File: config.mk
export PLATFORM = sky130hd
export DESIGN_NAME = fifo_rd_packer
export DESIGN_NICKNAME = d
export VERILOG_FILES = /design/src/rtl/fifo_pack_pkg.sv /design/src/rtl/pack_idle_timer.sv /design/src/rtl/fifo_rd_packer.sv
export SDC_FILE = /design/constraint.sdc
export NUM_CORES = 1
export LEC_CHECK = 0
export CAP_MARGIN = 10
export CORE_ASPECT_RATIO = 0.9
export CORE_MARGIN = 1
export CORE_UTILIZATION = 35
export CTS_CLUSTER_SIZE = 8
export DETAILED_ROUTE_END_ITERATION = 10
export HOLD_SLACK_MARGIN = 0.05
export PLACE_DENSITY = 0.63
export SETUP_SLACK_MARGIN = 0.3
export SLEW_MARGIN = 20
export SYNTH_ARGS = -nofsm -noshare
export SYNTH_HDL_FRONTEND = slang
export SYNTH_SLANG_ARGS = --single-unit
File: constraint.sdc
create_clock -name clk -period 1.9 [get_ports clk]
set_clock_uncertainty 0.1 [all_clocks]
set_input_delay 0.19 -clock clk [delete_from_list [all_inputs] [get_ports clk]]
set_output_delay 0.19 -clock clk [all_outputs]
set_load 0.01 [all_outputs]
File: src/rtl/fifo_pack_pkg.sv
// Shared constants and helpers for the FIFO read-side packer.
// keep_mask builds the per-lane valid mask for a word holding cnt entries.
package fifo_pack_pkg;

    localparam int DEF_IN_WIDTH = 8;
    localparam int DEF_PACK     = 4;
    localparam int MAX_PACK     = 64;

    typedef logic [$clog2(DEF_PACK + 1) - 1:0] lane_cnt_t;

    function automatic logic [MAX_PACK-1:0] keep_mask(input int unsigned cnt);
        logic [MAX_PACK-1:0] mask;
        mask = '0;
        for (int i = 0; i < MAX_PACK; i++) begin
            if (unsigned'(i) < cnt) begin
                mask[i] = 1'b1;
            end
        end
        return mask;
    endfunction

endpackage

File: src/rtl/pack_idle_timer.sv
// Counts idle cycles of a partially filled word and pulses expire_o on the
// cycle the count reaches TIMEOUT. With TIMEOUT=0 expire_o never fires.
module pack_idle_timer #(
    parameter int TIMEOUT = 0
) (
    input  logic clk,
    input  logic rst_n,
    input  logic clr_i,
    input  logic en_i,
    output logic expire_o
);

    localparam bit        ACTIVE = (TIMEOUT > 0);
    localparam int        TW     = (TIMEOUT > 1) ? $clog2(TIMEOUT) : 1;
    localparam logic [TW-1:0] LIMIT = TW'((TIMEOUT > 0) ? TIMEOUT - 1 : 0);

    logic [TW-1:0] count_q;
    logic [TW-1:0] count_d;
    logic          step;

    assign step     = ACTIVE && en_i && !clr_i;
    assign expire_o = step && (count_q == LIMIT);

    always_comb begin
        count_d = count_q;
        if (clr_i || expire_o) begin
            count_d = '0;
        end else if (step) begin
            count_d = count_q + TW'(1);
        end
    end

    always_ff @(posedge clk or negedge rst_n) begin
        if (!rst_n) begin
            count_q <= '0;
        end else begin
            count_q <= count_d;
        end
    end

endmodule

File: src/rtl/fifo_rd_packer.sv
// Drains a registered-read FIFO and packs PACK entries per output beat.
// Lane 0 holds the oldest entry; a blocked complete word waits in the accumulator.
module fifo_rd_packer
    import fifo_pack_pkg::*;
#(
    parameter  int IN_WIDTH  = DEF_IN_WIDTH,
    parameter  int PACK      = DEF_PACK,
    parameter  int TIMEOUT   = 0,
    localparam int OUT_WIDTH = IN_WIDTH * PACK
) (
    input  logic                 clk,
    input  logic                 rst_n,
    input  logic                 fifo_empty,
    output logic                 fifo_rd_en,
    input  logic [IN_WIDTH-1:0]  fifo_rd_data,
    output logic                 out_valid,
    input  logic                 out_ready,
    output logic [OUT_WIDTH-1:0] out_data,
    output logic [PACK-1:0]      out_keep
);

    localparam int CW = $clog2(PACK + 1);
    localparam logic [CW-1:0] LAST = CW'(PACK - 1);

    logic [CW-1:0]                    cnt_q, cnt_d, cnt_cap;
    logic [PACK-1:0][IN_WIDTH-1:0]    acc_q, acc_d, acc_cap;
    logic                             rd_pending_q;
    logic                             acc_full_q, acc_full_d;
    logic                             out_valid_q, out_valid_d;
    logic [OUT_WIDTH-1:0]             out_data_q, out_data_d;
    logic [PACK-1:0]                  out_keep_q, out_keep_d;

    logic last_cap, complete, out_free, load;
    logic tmr_clr, tmr_en, tmr_expire;

    // Stop issuing when the read in flight will complete a word that cannot leave.
    assign fifo_rd_en = rst_n && !fifo_empty && !acc_full_q &&
                        !(rd_pending_q && cnt_q == LAST && out_valid_q && !out_ready);

    for (genvar gi = 0; gi < PACK; gi++) begin : g_lane
        assign acc_cap[gi] = (rd_pending_q && cnt_q == CW'(gi)) ? fifo_rd_data : acc_q[gi];
    end

    assign cnt_cap  = cnt_q + {{(CW-1){1'b0}}, rd_pending_q};
    assign last_cap = rd_pending_q && (cnt_q == LAST);

    assign tmr_clr = rd_pending_q || fifo_rd_en || acc_full_q;
    assign tmr_en  = (cnt_q != '0) && !rd_pending_q && !fifo_rd_en && !acc_full_q;

    pack_idle_timer #(
        .TIMEOUT (TIMEOUT)
    ) u_idle_timer (
        .clk      (clk),
        .rst_n    (rst_n),
        .clr_i    (tmr_clr),
        .en_i     (tmr_en),
        .expire_o (tmr_expire)
    );

    assign complete = last_cap || tmr_expire;
    assign out_free = !out_valid_q || out_ready;
    assign load     = out_free && (acc_full_q || complete);

    always_comb begin
        acc_d       = acc_cap;
        cnt_d       = cnt_cap;
        acc_full_d  = acc_full_q;
        out_valid_d = out_valid_q;
        out_data_d  = out_data_q;
        out_keep_d  = out_keep_q;
        if (load) begin
            // Unused lanes are already zero because the accumulator clears on every load.
            out_data_d  = acc_cap;
            out_keep_d  = PACK'(keep_mask(32'(cnt_cap)));
            out_valid_d = 1'b1;
            acc_d       = '0;
            cnt_d       = '0;
            acc_full_d  = 1'b0;
        end else begin
            if (out_ready) begin
                out_valid_d = 1'b0;
            end
            if (complete) begin
                acc_full_d = 1'b1;
            end
        end
    end

    always_ff @(posedge clk or negedge rst_n) begin
        if (!rst_n) begin
            cnt_q        <= '0;
            acc_q        <= '0;
            rd_pending_q <= 1'b0;
            acc_full_q   <= 1'b0;
            out_valid_q  <= 1'b0;
            out_data_q   <= '0;
            out_keep_q   <= '0;
        end else begin
            cnt_q        <= cnt_d;
            acc_q        <= acc_d;
            rd_pending_q <= fifo_rd_en;
            acc_full_q   <= acc_full_d;
            out_valid_q  <= out_valid_d;
            out_data_q   <= out_data_d;
            out_keep_q   <= out_keep_d;
        end
    end

    assign out_valid = out_valid_q;
    assign out_data  = out_data_q;
    assign out_keep  = out_keep_q;

endmodule

==> results of run 1 <==
## final cells by class
| class | instances | share of cell area, % |
|---|---|---|
| inverters | 26 | 2.19 |
| well taps | 119 | 3.34 |
| clock buffers | 11 | 3.39 |
| repair buffers | 74 | 18.9 |
| multi-input cells | 132 | 28.5 |
| clock inverters | 4 | 2.22 |
| flip-flops and latches | 74 | 41.5 |
## sequential cells by signal (all words and copies together) (netlist names)
name and cells:
out_data 32, rd_pending_q 1, out_valid 1, acc_q 32, cnt_q 3, out_keep 4
acc_full_q 1
## per-stage QoR
stage	power (mW)	util, %	TNS, ps
floorplan	3.68	-	0
global placement	4.81	44.3	-87.9
detailed placement	4.86	44.3	-61.5
CTS	6.56	49.4	0
global route	7.14	51.8	0
finish	6.74	51.8	0
## what timing repair did
item,CTS,global route
hold buffers,1,0
setup endpoints to repair,64,58
endpoints found under the hold margin,74,0
buffers inserted,3,1
cloned,4,2
pin swaps,2,3
gates resized for setup,21,29
## layer usage
layer	routed length (um)	part of all wire (%)	up-vias	global-route usage, %
met5	0	0	-	0
met4	72	1.0	0	6.16
met3	362	5.1	6	4.46
met2	3250	46	53	24.5
met1	3450	48	1024	23.1
li1	-	-	968	-
## logic make-up (layout without fill, tap and decap cells)
kind of cell / count (synthesis) / after routing / synth area share (%)
xor gates and xnor gates: 1 / 1 / 0.282
DFF: 74 / 74 / 59.6
adders and majority gates: 2 / 2 / 0.805
muxes: 60 / 60 / 19.4
AOI/OAI and AO/OA: 20 / 21 / 5.24
buffers and inverters: 39 / 115 / 6.48
and+or+nand+nor: 48 / 48 / 8.18
## critical path, stage by stage, from the launching register on
cell and delay [ps]:
dfrtp_1 410, ha_1 240, ha_4 160, xor2_1 150, or3_1 300, mux2_2 260
## cell usage in the layout (no fill, tap or decap), types with 2 or more instances in the layout
cell type        instances
a22o_1                   8
clkbuf_16                2
nor2_2                   5
buf_16                   3
clkbuf_8                11
dfrtp_1                 74
bufinv_16                3
nor2_1                  23
buf_6                    5
buf_4                   10
and2_1                   3
mux2i_2                  4
inv_1                   26
buf_2                    2
o21a_4                   2
a2bb2oi_1                4
mux2i_1                 47
buf_12                   4
nand2b_1                 9
a2bb2oi_2                4
mux2i_4                  7
dlymetal6s2s_1           3
and4bb_4                 2
clkdlybuf4s50_1         44
## final timing paths
kind                                end  slack [ps]  depth (start not counted)  startpoint
hold / removal             rd_pending_q         220                          3       rst_n
min in group asynchronous     acc_q[15]         430                          3       rst_n
setup / recovery            out_keep[0]         170                          5    cnt_q[0]
setup reg to reg            out_keep[0]         170                          5    cnt_q[0]
hold reg to reg               acc_q[26]         400                          1   acc_q[26]
max in group asynchronous      cnt_q[2]         940                          3       rst_n
## power groups by stage
| stage | Clock (mW) | Sequential (mW) | Combinational [mW] |
|---|---|---|---|
| floorplan | 0 | 2.74 | 0.949 |
| global placement | 0 | 2.58 | 2.23 |
| detailed placement | 0 | 2.59 | 2.27 |
| CTS | 1.54 | 2.59 | 2.43 |
| global route | 1.61 | 2.70 | 2.83 |
| finish | 1.51 | 2.62 | 2.61 |
==> results.md, run 1 <==
* Outcome: finished, final reports clean
* Die height at 91.4 um
* Final Hold Viols at 0
* CTS sink cnt at 74
* RSZ-0062 raised after global routing: yes
* DRC violation count after routing at 0
* DP Wirelength at 4.21 mm
* Die ar. at 0.00926 sq mm
* Synth top area cells: dfrtp_1 (60%), mux2i_1 (19%), nor2_1 (3.3%), inv_1 (3.1%), a22o_1 (2.3%)
* Sequential Area at 0.00185 sq mm
* Vias at 2051
* PwrDens at 1510 mW/mm^2
* Leak pwr at 1.99 nW
* Layout cells sized above 1 at 22.4%
* Max Slew Vio Count at 0
* Post-Syn Instances at 244
* Avg WL per Cell at 16.2 um
* Num ports at 50
* Worst-Skew Late Latency at 340 ps
* Syn nets at 258
* Via density per instance at 4.66
* P&R area growth vs syn at 43.6%
* Worst hold slack at 217 ps
* First-pass GRT wire length at 11.2 mm
* Rel. slew slack at 72.3%
* Top_reg_cell synth: dfrtp_1
* Critical Path End Type: register
* Fill cell count at 748
* Vias in the first global route at 2069
* Mapped Area at 0.00311 sq mm
* Clock-pin transition on the worst setup and hold timing paths at 70 ps
* Top-count cell post-synth: dfrtp_1
* Mean Syn Cell Area at 12.7 sq um
* Tcrit/Tclk final at 90.9%
* EDFF count, synth at 0
* Comb pwr share at 38.7%
* Clock buffer count from CTS at 9
* Crit path time final at 1730 ps
* Switching pwr at 2.03 mW
* Worst slack, placed at -61.5 ps
* P_int at 4.71 mW
* WP data arrival at 1860 ps
* Seq pwr share at 38.9%
* WP data required at 2030 ps
* Total grt overflow at 0
* Setup violators final at 0
* Row cnt at 32
* DRT iter0 DRCs at 128
* Max Clk Rate at 579 MHz
* Sw Share at 30.1%
* Critical Path Fanout Max at 3
* Final net count at 331
* Non-Filler Instances at 440
* Setup ws final at 172 ps
* Post-layout instance area at 0.00446 sq mm
* Multi-input logic area at 0.00127 sq mm
* Synth warn at 0
* Root Buffer: clkbuf_8
* Antenna diode count at 0
* Synth top cells by count: dfrtp_1 (74), mux2i_1 (58), nor2_1 (27), inv_1 (26), nand2b_1 (9)
* Worst Hold Class: primary input to register
* CTS H-tree lvls at 3
* Post-synth top area cell: dfrtp_1
* GRT Total Usage at 16.6%
* Setup CP Type: register to register
* Chip width at 101 um
* Initial Util at 36.1%
* Gpl congestion at 0.736
* Clock buffer depth at 2
* Final wirelength at 7.13 mm
* Crit path launch type: register
* MaxCap Viol Count at 0
* Synth Register Bits at 74
* Top-area cell type share of the netlist area at 59.6%
* Post-place instance area at 0.00381 sq mm
* Buffers added on ports at 49
* Dpl cells at 414
* Antenna viol nets, final at 0
* Core region area at 0.00861 sq mm
* CTS tree: done
* Fraction of registers with async set or reset after synthesis at 100%
* Detailed Routing Iterations Pass 1 at 4
* Post-synthesis sequential area ratio at 59.6%
* Clock network fraction of total power at 22.4%
* Distinct cells, synth at 26
* Peak VDD IR at 0.649 mV
* Slew @ Worst Pin at 414 ps
* Initial antenna violation count at 0
* Pin count of the biggest net entering global routing at 75
(Power assumes the default switching activity.)
==> inputs of run 2 (changes only) <==
CAP_MARGIN = not set   (was 10)
GPL_ROUTABILITY_DRIVEN = 0   (was not set)
==> results of run 2 <==
Same layout as run 1: the final DEF is identical, and so are final timing and power.
==> inputs of run 3 (changes only) <==
HOLD_SLACK_MARGIN = not set   (was 0.05)
==> results of run 3 <==
Same layout as run 1: the final DEF is identical, and so are final timing and power.
